--- config.mk ---
export PLATFORM = sky130hd
export DESIGN_NAME = wb_port_arbiter
export DESIGN_NICKNAME = d
export VERILOG_FILES = /design/src/rtl/write_back_pkg.sv /design/src/rtl/wb_load_queue.sv /design/src/rtl/wb_port_arbiter.sv
export SDC_FILE = /design/constraint.sdc
export NUM_CORES = 1
export LEC_CHECK = 0
export ABC_CLOCK_PERIOD_IN_PS = 4900
export CAP_MARGIN = 20
export CORE_MARGIN = 4
export CORE_UTILIZATION = 40
export DETAILED_ROUTE_END_ITERATION = 10
export PLACE_DENSITY = 0.65
export REMOVE_ABC_BUFFERS = 1
export SLEW_MARGIN = 20
export SYNTH_ARGS = -nofsm -noshare
export SYNTH_HDL_FRONTEND = slang
export SYNTH_SLANG_ARGS = --single-unit
--- constraint.sdc ---
create_clock -name clk -period 4.9 [get_ports clk]
set_input_delay 1.225 -clock clk [delete_from_list [all_inputs] [get_ports clk]]
set_output_delay 1.225 -clock clk [all_outputs]
set_load 0.02 [all_outputs]
--- src/rtl/write_back_pkg.sv ---
// Shared write-back types: register-file write-port control, arbiter state and
// the default sizing constants used by wb_port_arbiter.
package write_back_pkg;

  typedef struct packed {
    logic       write_enable;
    logic [4:0] addr_rd;
  } reg_file_write_params_t;

  typedef enum logic {
    PIPE_PRI = 1'b0,
    LOAD_PRI = 1'b1
  } wb_arb_state_t;

  localparam int WB_LQ_DEPTH_DEF     = 2;
  localparam int WB_STARVE_LIMIT_DEF = 3;

endpackage

--- src/rtl/wb_load_queue.sv ---
// Load-return FIFO. Caller gates enq/deq against full/empty; every entry's rd
// is exposed with its valid bit so hazard matching can see the whole queue.
module wb_load_queue #(
  parameter  int DEPTH = 2,
  localparam int CW    = $clog2(DEPTH + 1)
) (
  input  logic                  clk,
  input  logic                  reset_n,
  input  logic                  enq,
  input  logic [4:0]            enq_rd,
  input  logic [31:0]           enq_data,
  input  logic                  deq,
  output logic [CW-1:0]         count,
  output logic                  full,
  output logic                  empty,
  output logic [4:0]            head_rd,
  output logic [31:0]           head_data,
  output logic [DEPTH-1:0]      ent_vld,
  output logic [DEPTH-1:0][4:0] ent_rd
);
  localparam int PW = $clog2(DEPTH);

  logic [PW-1:0]             wr_ptr, rd_ptr;
  logic [DEPTH-1:0][31:0]    data_mem;

  // Power-of-two depth lets the pointers wrap by natural overflow.
  always_ff @(posedge clk or negedge reset_n) begin
    if (!reset_n) begin
      wr_ptr   <= '0;
      rd_ptr   <= '0;
      count    <= '0;
      ent_vld  <= '0;
      ent_rd   <= '0;
      data_mem <= '0;
    end else begin
      if (enq) begin
        ent_rd[wr_ptr]   <= enq_rd;
        data_mem[wr_ptr] <= enq_data;
        ent_vld[wr_ptr]  <= 1'b1;
        wr_ptr           <= wr_ptr + 1'b1;
      end
      if (deq) begin
        ent_vld[rd_ptr] <= 1'b0;
        rd_ptr          <= rd_ptr + 1'b1;
      end
      count <= count + CW'(enq) - CW'(deq);
    end
  end

  assign full      = (count == CW'(DEPTH));
  assign empty     = (count == '0);
  assign head_rd   = ent_rd[rd_ptr];
  assign head_data = data_mem[rd_ptr];

endmodule

--- src/rtl/wb_port_arbiter.sv ---
// Single register-file write port shared by the pipeline and queued load returns.
// Optional WB_ARB_FORWARD_EN adds chk_rs1/chk_rs2 and the lq_hazard output.
module wb_port_arbiter
  import write_back_pkg::*;
#(
  parameter  int LQ_DEPTH     = WB_LQ_DEPTH_DEF,
  parameter  int STARVE_LIMIT = WB_STARVE_LIMIT_DEF,
  localparam int LQ_CW        = $clog2(LQ_DEPTH + 1)
) (
  input  logic                   clk,
  input  logic                   reset_n,
  input  logic                   pipe_valid,
  output logic                   pipe_ready,
  input  reg_file_write_params_t pipe_params,
  input  logic [31:0]            pipe_data,
  input  logic                   ld_valid,
  output logic                   ld_ready,
  input  logic [4:0]             ld_rd,
  input  logic [31:0]            ld_data,
  output reg_file_write_params_t rf_write_params,
  output logic [31:0]            rf_write_data,
  output logic [LQ_CW-1:0]       lq_count
`ifdef WB_ARB_FORWARD_EN
  ,
  input  logic [4:0]             chk_rs1,
  input  logic [4:0]             chk_rs2,
  output logic                   lq_hazard
`endif
);

  wb_arb_state_t    state, state_nxt;
  logic [3:0]       starve_cnt, cnt_nxt;
  logic             lq_full, lq_empty, enq, deq, pipe_need, pipe_grant, full_nxt;
  logic [4:0]       head_rd;
  logic [31:0]      head_data;
  logic [LQ_CW-1:0] count_nxt;
`ifdef WB_ARB_FORWARD_EN
  logic [LQ_DEPTH-1:0]      ent_vld, ent_hit;
  logic [LQ_DEPTH-1:0][4:0] ent_rd;
`endif

  wb_load_queue #(.DEPTH(LQ_DEPTH)) u_lq (
    .clk       (clk),
    .reset_n   (reset_n),
    .enq       (enq),
    .enq_rd    (ld_rd),
    .enq_data  (ld_data),
    .deq       (deq),
    .count     (lq_count),
    .full      (lq_full),
    .empty     (lq_empty),
    .head_rd   (head_rd),
    .head_data (head_data),
`ifdef WB_ARB_FORWARD_EN
    .ent_vld   (ent_vld),
    .ent_rd    (ent_rd)
`else
    .ent_vld   (),
    .ent_rd    ()
`endif
  );

  // pipe_ready looks at write_enable only, never pipe_valid: no-write requests
  // are always absorbed, port-needing ones stall only in LOAD_PRI.
  always_comb begin
    pipe_need  = pipe_valid && pipe_params.write_enable;
    pipe_ready = (state == PIPE_PRI) || !pipe_params.write_enable;
    ld_ready   = !lq_full;
    enq        = ld_valid && ld_ready;
    pipe_grant = 1'b0;
    deq        = 1'b0;
    if (state == PIPE_PRI) begin
      pipe_grant = pipe_need;
      deq        = !pipe_need && !lq_empty;
    end else begin
      deq        = !lq_empty;
    end

    cnt_nxt = starve_cnt;
    if (deq || lq_empty)
      cnt_nxt = '0;
    else if (pipe_grant && starve_cnt < 4'(STARVE_LIMIT))
      cnt_nxt = starve_cnt + 4'd1;

    count_nxt = lq_count + LQ_CW'(enq) - LQ_CW'(deq);
    full_nxt  = (count_nxt == LQ_CW'(LQ_DEPTH));

    state_nxt = state;
    case (state)
      PIPE_PRI: if (cnt_nxt == 4'(STARVE_LIMIT) || full_nxt) state_nxt = LOAD_PRI;
      LOAD_PRI: if (deq || lq_empty)                         state_nxt = PIPE_PRI;
      default:  state_nxt = PIPE_PRI;
    endcase
  end

  always_ff @(posedge clk or negedge reset_n) begin
    if (!reset_n) begin
      state      <= PIPE_PRI;
      starve_cnt <= '0;
    end else begin
      state      <= state_nxt;
      starve_cnt <= cnt_nxt;
    end
  end

  // x0 targets still consume the grant but never raise write_enable.
  always_ff @(posedge clk or negedge reset_n) begin
    if (!reset_n) begin
      rf_write_params <= '0;
      rf_write_data   <= '0;
    end else if (pipe_grant) begin
      rf_write_params.write_enable <= (pipe_params.addr_rd != 5'd0);
      rf_write_params.addr_rd      <= pipe_params.addr_rd;
      rf_write_data                <= pipe_data;
    end else if (deq) begin
      rf_write_params.write_enable <= (head_rd != 5'd0);
      rf_write_params.addr_rd      <= head_rd;
      rf_write_data                <= head_data;
    end else begin
      rf_write_params.write_enable <= 1'b0;
    end
  end

`ifdef WB_ARB_FORWARD_EN
  for (genvar i = 0; i < LQ_DEPTH; i++) begin : g_hit
    assign ent_hit[i] = ent_vld[i] && (ent_rd[i] != 5'd0) &&
                        ((ent_rd[i] == chk_rs1) || (ent_rd[i] == chk_rs2));
  end
  assign lq_hazard = (|ent_hit) ||
                     (enq && (ld_rd != 5'd0) && ((ld_rd == chk_rs1) || (ld_rd == chk_rs2)));
`endif

endmodule

==> results.md <==
- Post-synthesis sequential area ratio: 54.2%
- # hold bufs at CTS: 0
- Net Switching: ~1.6 mW
- Tcrit/Tclk final: 71.9%
- Crit. End Element: output pin
- I/O Buffers: between 100 and 150
- Final net count: 608
- Sw Share: 31.5%
- Peak VDD IR: around 0.00036 V
- Max Cap Viol: 0
- Worst Skew: 0.00837 ns
- Final Core Density: 55.2%
- Overflow after GRT: 0
- Number of global-route vias before repair: 3856
- Pin count of the biggest net entering global routing: 80
- Antenna violations before repair: 0
- Hold Violations, Final: 0
- Status: completed
- CTS tree: built
- Post-synthesis cell type count: 31
- CORE AREA: 13500 µm²
- Max_slew headroom: around a third
- Placement Setup Slack: 1.37 ns
- Syn avg cell area: ~14 µm²
- Dominant synthesized flop cell: dfrtp_1
- Global Route Usage Sum: 15.6%
- Power per Cell Area: 704 nW/µm²
- Crit Path Max Fanout: 2
- Fraction of layout cells with a size suffix above 1: 28.2%
- RSZ-0062 raised after global routing: no
- Area delta synth->final: 32.9%
- Total number of vias: 3497
- Worst skew pair latency: 0.41 ns
- Post-CTS Resized: 0
- Critical Path AT: 2.30 ns
- Largest stage delay on the critical path: 0.59 ns
- Sequential Power Share: around 35%
- Setup violators final: 0
- Hold Path Class: reg -> reg
- DR WL/cell: 16.6 µm
- Setup tns final: 0 ns
- Clock group share of total power: 23.6%
- Design Area, Final: 7420 µm²
- Hold WS: 0.496 ns
- Crit path launch type: input port
- I/O pin count: 121
- Tot Pwr: 5.22 mW
- Comb power frac: 41.0%
- Placed inst area: 6840 µm²
- Kind of critical path: in -> out
- Crit path top cell by count: clkdlybuf4s50_1
- Asr flop ratio synth: 100%
- Num CTS Buffers: 17
- DP HPWL: 7.74 mm
- Vias/cell: 4.89
- Die area: about 16000 µm²
- Ant diodes: 0
- TritonRoute pass-1 iters: 4
- Filler-free cell count of the finished design: 715
- Fin crit period: 3.52 ns
- Clock-pin slew on the worst setup and hold paths: 0.05 ns
- Top cell family by delay on the critical path: buffers and inverters
- Critical-path top delay cell: clkdlybuf4s50_1
- CP bufs+invs: 2
- Total Wirelength: 11.9 mm
- Setup bufs post-CTS: 0
- Pint: 3.58 mW
- Final estimated routing congestion in global placement: 0.714
- DRC Markers: 0
- Die H: 126 µm
- Initial core utilization: a little over 40%
- Final setup margin: 1.38 ns
- FP Rows: 42
- H-tree levels: 4
- DIE WIDTH: about 130 µm
- Root Driver: clkbuf_16
- FF+latch count, synth: about 120
- Worst Max-Slew Pin Slew: ~1 ns
- Leak: 3.29 nW
- Clock Path Buffers: 2
- Detailed router's first-iteration violation count: approximately 190
- Number of nets still failing antenna checks after routing: 0
- Number of flops mapped to enable cells by yosys: 0
- CTS sink cnt: 121
- Req. time, crit path: around 3.7 ns
- Placed cell count: between 600 and 700
- Global-route wire length before repair: a little under 20 mm
- Peak Freq: 284 MHz
- Mapped Cells: 408
- Max Slew Vio Count: 0
- Critical-path cell list: clkdlybuf4s50_1 > nand2_1 > clkdlybuf4s50_1
- Synthesized cell area: 5580 µm²
- Syn. warnings: 0
## power groups by stage
stage | Sequential, mW | Combinational [mW] | Clock, mW
after global placement | 1.84 | 2.12 | 0
final | 1.85 | 2.14 | 1.23
after floorplan | 1.98 | 1.30 | 0
after global routing | 1.92 | 2.33 | 1.31
after detailed placement | 1.86 | 2.17 | 0
after CTS | 1.86 | 2.18 | 1.26
## cell usage in the layout, fill, tap and decap left out
cell type        Yosys  layout
clkinv_2             0       5
mux2i_1             38      38
nor2b_1              1       1
nor3b_1              1       1
clkbuf_1             6       5
nor2_1               4       4
mux2_4              30      30
o22ai_1              1       1
o21ai_0             37      37
buf_4                2       5
dfrtp_1            121     120
clkdlybuf4s50_1      0     119
nand2_1             40      40
clkbuf_8             0       1
a22o_1               1       1
clkinvlp_4           0       1
and3b_2              0       2
o2bb2ai_1            1       1
inv_1                2       2
nand2b_4             1       1
nor4_1               1       1
ha_1                 3       3
bufinv_16            0       3
nand4_1              1       1
xnor2_1              3       3
xor2_1               2       2
and3_1               2       2
or2_2                1       1
dfrtp_2              0       1
and2_2               1       1
clkbuf_16            0      17
buf_12               3       1
nor3_1               4       4
mux2_2              82      82
nor4b_1              1       1
nand3_2              1       1
## state kept, by name (all words and copies together) (netlist names), 2 cells and up
signal,flops
rf_write_data,32
u_lq.count,2
u_lq.ent_rd,10
u_lq.data_mem,64
rf_write_params,6
starve_cnt,4
## Yosys cell counts (2+ instances only)
| cell type | instances | area share [%] |
|---|---|---|
| clkbuf_1 | 6 | 0.40 |
| nor3_1 | 4 | 0.36 |
| buf_12 | 3 | 1.1 |
| and3_1 | 2 | 0.22 |
| buf_4 | 2 | 0.27 |
| nor2_1 | 4 | 0.27 |
| and3b_1 | 2 | 0.31 |
| nand2_1 | 40 | 2.7 |
| mux2_4 | 30 | 8.1 |
| o21ai_0 | 37 | 3.3 |
| mux2i_1 | 38 | 6.8 |
| buf_6 | 7 | 1.4 |
| inv_1 | 2 | 0.13 |
| xnor2_1 | 3 | 0.47 |
| buf_2 | 8 | 0.72 |
| mux2_2 | 82 | 17 |
| xor2_1 | 2 | 0.31 |
| dfrtp_1 | 121 | 54 |
| ha_1 | 3 | 0.67 |
## metal layers
metal	vias up	part of all wire [%]	global-route usage (%)	wire length, µm
met5	-	0	0	0
met1	1717	46	20.4	5510
met2	88	47	24.4	5530
met4	0	1.0	4.54	119
met3	16	6.0	5.93	717
li1	1676	-	-	-
## logic make-up after synthesis
| kind of cell | Yosys count | share of synthesized area, % |
|---|---|---|
| muxes | 150 | 31.4 |
| DFF | 121 | 54.2 |
| and+or+nand+nor | 61 | 5.15 |
| AOI/OAI and AO/OA | 40 | 3.74 |
| buffers and inverters | 28 | 4.01 |
| xor gates and xnor gates | 5 | 0.784 |
| adders and majority gates | 3 | 0.672 |
## worst paths after layout
check	start	to	slack, ns	depth (start not counted)
min reg2reg	u_lq.data_mem[40]	u_lq.data_mem[40]	0.50	1
max	pipe_params[5]	pipe_ready	1.38	3
max reg2reg	u_lq.count[1]	state	2.36	9
min in group asynchronous	reset_n	rf_write_data[16]	0.88	1
min	u_lq.data_mem[40]	u_lq.data_mem[40]	0.50	1
max in group asynchronous	reset_n	u_lq.data_mem[9]	3.22	2
## layout make-up
class | instances | area, µm²
Fill cell | 1160 | 6030
Timing Repair Buffer | 125 | 1250
Sequential cell | 121 | 3030
Clock inverter | 9 | 123
Tap cell | 176 | 220
Clock buffer | 23 | 458
Inverter | 2 | 7.51
Multi-Input combinational cell | 259 | 2330
No activity file was read; power rests on OpenSTA's default activity.
==> edit, RTL diff (same flow settings) <==
Set the package constant `WB_LQ_DEPTH_DEF` to 4 (it was 2).
--- a/src/rtl/write_back_pkg.sv
+++ b/src/rtl/write_back_pkg.sv
@@ -14,3 +14,3 @@
 
-  localparam int WB_LQ_DEPTH_DEF     = 2;
+  localparam int WB_LQ_DEPTH_DEF     = 4;
   localparam int WB_STARVE_LIMIT_DEF = 3;
Interface: changed (resized lq_count); port bits go from 121 to 122. The function was not compared with the original's and may differ.
==> edit against the original RTL <==
Worst hold slack better by 0.0051 ns. Area after synthesis up 55%. Final area up 46%. Wire length up 54%. Sequential cell count up 77. Clock power up 21%. Setup slack worse by 0.017 ns. Power up 43%. Die area up 51%. Non-clock buffer count up 3.
==> edit: results (changes against the original RTL) <==
- Reg power frac: 0.399 (+0.045)
- Compared with the post-synthesis result, the final layout area differs by 24.6%.
- The routed length on met3 was 803 um (+12%).
- Worst voltage drop across the vdd grid: 0.000270 V (-26%)
* Part of the power in the clock network: 0.200 (-0.036)
- The met3 usage in global routing came to 0.0373 (-0.0220).
* Total Routing Usage GR: 0.163 (+0.00712)
- Transition at the pin with the smallest max-transition slack: 0.978 ns (-0.0413 ns)
- DP Worst Slack: 1.20 ns (-0.173 ns)
- The post-detailed-placement half-perimeter wirelength came to 12100 um (+56%).
- Number of buffer cells added on primary ports: 121 (+0.83%)
- The initial DRC count came to 198 (+5.9%).
- The final critical path time including I/O delays and setup came to 3.54 ns (+0.0169 ns).
- Insertion delay to the later sink of the worst-skew pair: 0.43 ns (+0.02 ns)
* Run status: finished, final reports clean
- Synthesized-area fraction occupied by xor and xnor cells: 0.00606 (-0.00179)
* Amount of wire on met2 after detailed routing: 9260 um (+68%)
- The met1 track demand over resource came to 0.216 (+0.0126).
* Fraction of the mapped netlist area in adder cells: 0.0124 (+0.00568)
* Registers with the most flip-flops: u_lq.data_mem x128, rf_write_data x32, u_lq.ent_rd x20
- Worst Skew: 0.00997 ns (+0.00160 ns)
- The post-detailed-placement cell area was 10200 sq um (+49%).
- The multiplexer share of the synthesized area was 0.333 (+0.0191).
* Top cells by count, synth: 198 x sky130_fd_sc_hd__dfrtp_1, 148 x sky130_fd_sc_hd__mux2_2, 43 x sky130_fd_sc_hd__nand2_1
* Met2 usage in global routing: 0.275 (+0.0308)
- Non-filler cells, final: 979 (+37%)
- The worst reg2reg path depth was 4 (-5).
* Fraction of the yosys area taken by sequential cells: 0.571 (+0.0289)
* Wl on met1: 8100 um (+47%)
* Number of instances in the synthesized netlist: 579 (+42%)
- The detail-routed net length per standard cell is 18.7 um (+13%).
* Routed via count: 5159 (+48%)
- Filler Cells Inserted: 1750 (+51%)
* RR Startpoint: u_lq.rd_ptr[0]
* Post-synthesis compound-gate area fraction: 0.0249 (-0.0125)
- First-pass GRT wire length: 31200 um (+58%)
- NetSw: 0.00239 W (+45%)
- The total number of nets in the final design was 778 (+28%).
- Maximum number of pins on one net before global-route repair: 127 (+59%)
- Cell Count Post-Placement: 947 (+39%)
- The weighted congestion reported at the end of routability-driven placement came to 0.732 (+2.5%).
- Via count of the first global-routing pass: 5808 (+51%)
- After synthesis, the cell types taking the most area are sky130_fd_sc_hd__dfrtp_1 57%, sky130_fd_sc_hd__mux2_2 19%, sky130_fd_sc_hd__mux4_2 8.8%, sky130_fd_sc_hd__mux2i_1 4.4%, sky130_fd_sc_hd__o21ai_0 2.2%.
* Share of cells above drive strength 1: 0.328 (+0.0461)
## edit: cell types whose count changed after synthesis, moves of 5 or more
cell,delta
sky130_fd_sc_hd__clkbuf_1,+5
sky130_fd_sc_hd__mux2_4,-30
sky130_fd_sc_hd__dfrtp_1,+77
sky130_fd_sc_hd__buf_2,+11
sky130_fd_sc_hd__buf_6,-6
sky130_fd_sc_hd__mux4_2,+34
sky130_fd_sc_hd__mux2_2,+66
## edit: layout make-up
class,instances,share of cell area
timing repair buffer,128,0.120
clock inverter,15,0.0198
multi-input combinational,340,0.329
tap,275,0.0318
clock buffer,17,0.0394
sequential,198,0.459
inverter,6,0.00208
## edit: through the flow
stage	hold slack (ns)	power (W)
after global routing	0.516	0.00797
after CTS	0.504	0.00758
final	0.501	0.00745
after global placement	0.479	0.00588
after floorplan	0.470	0.00498
after detailed placement	0.488	0.00608
## edit: critical path, delay by kind of cell
| family | cells | cell delay, ns |
|---|---|---|
| AND/OR/NAND/NOR | 1 | 0.07 |
| buffers and inverters | 2 | 1.02 |
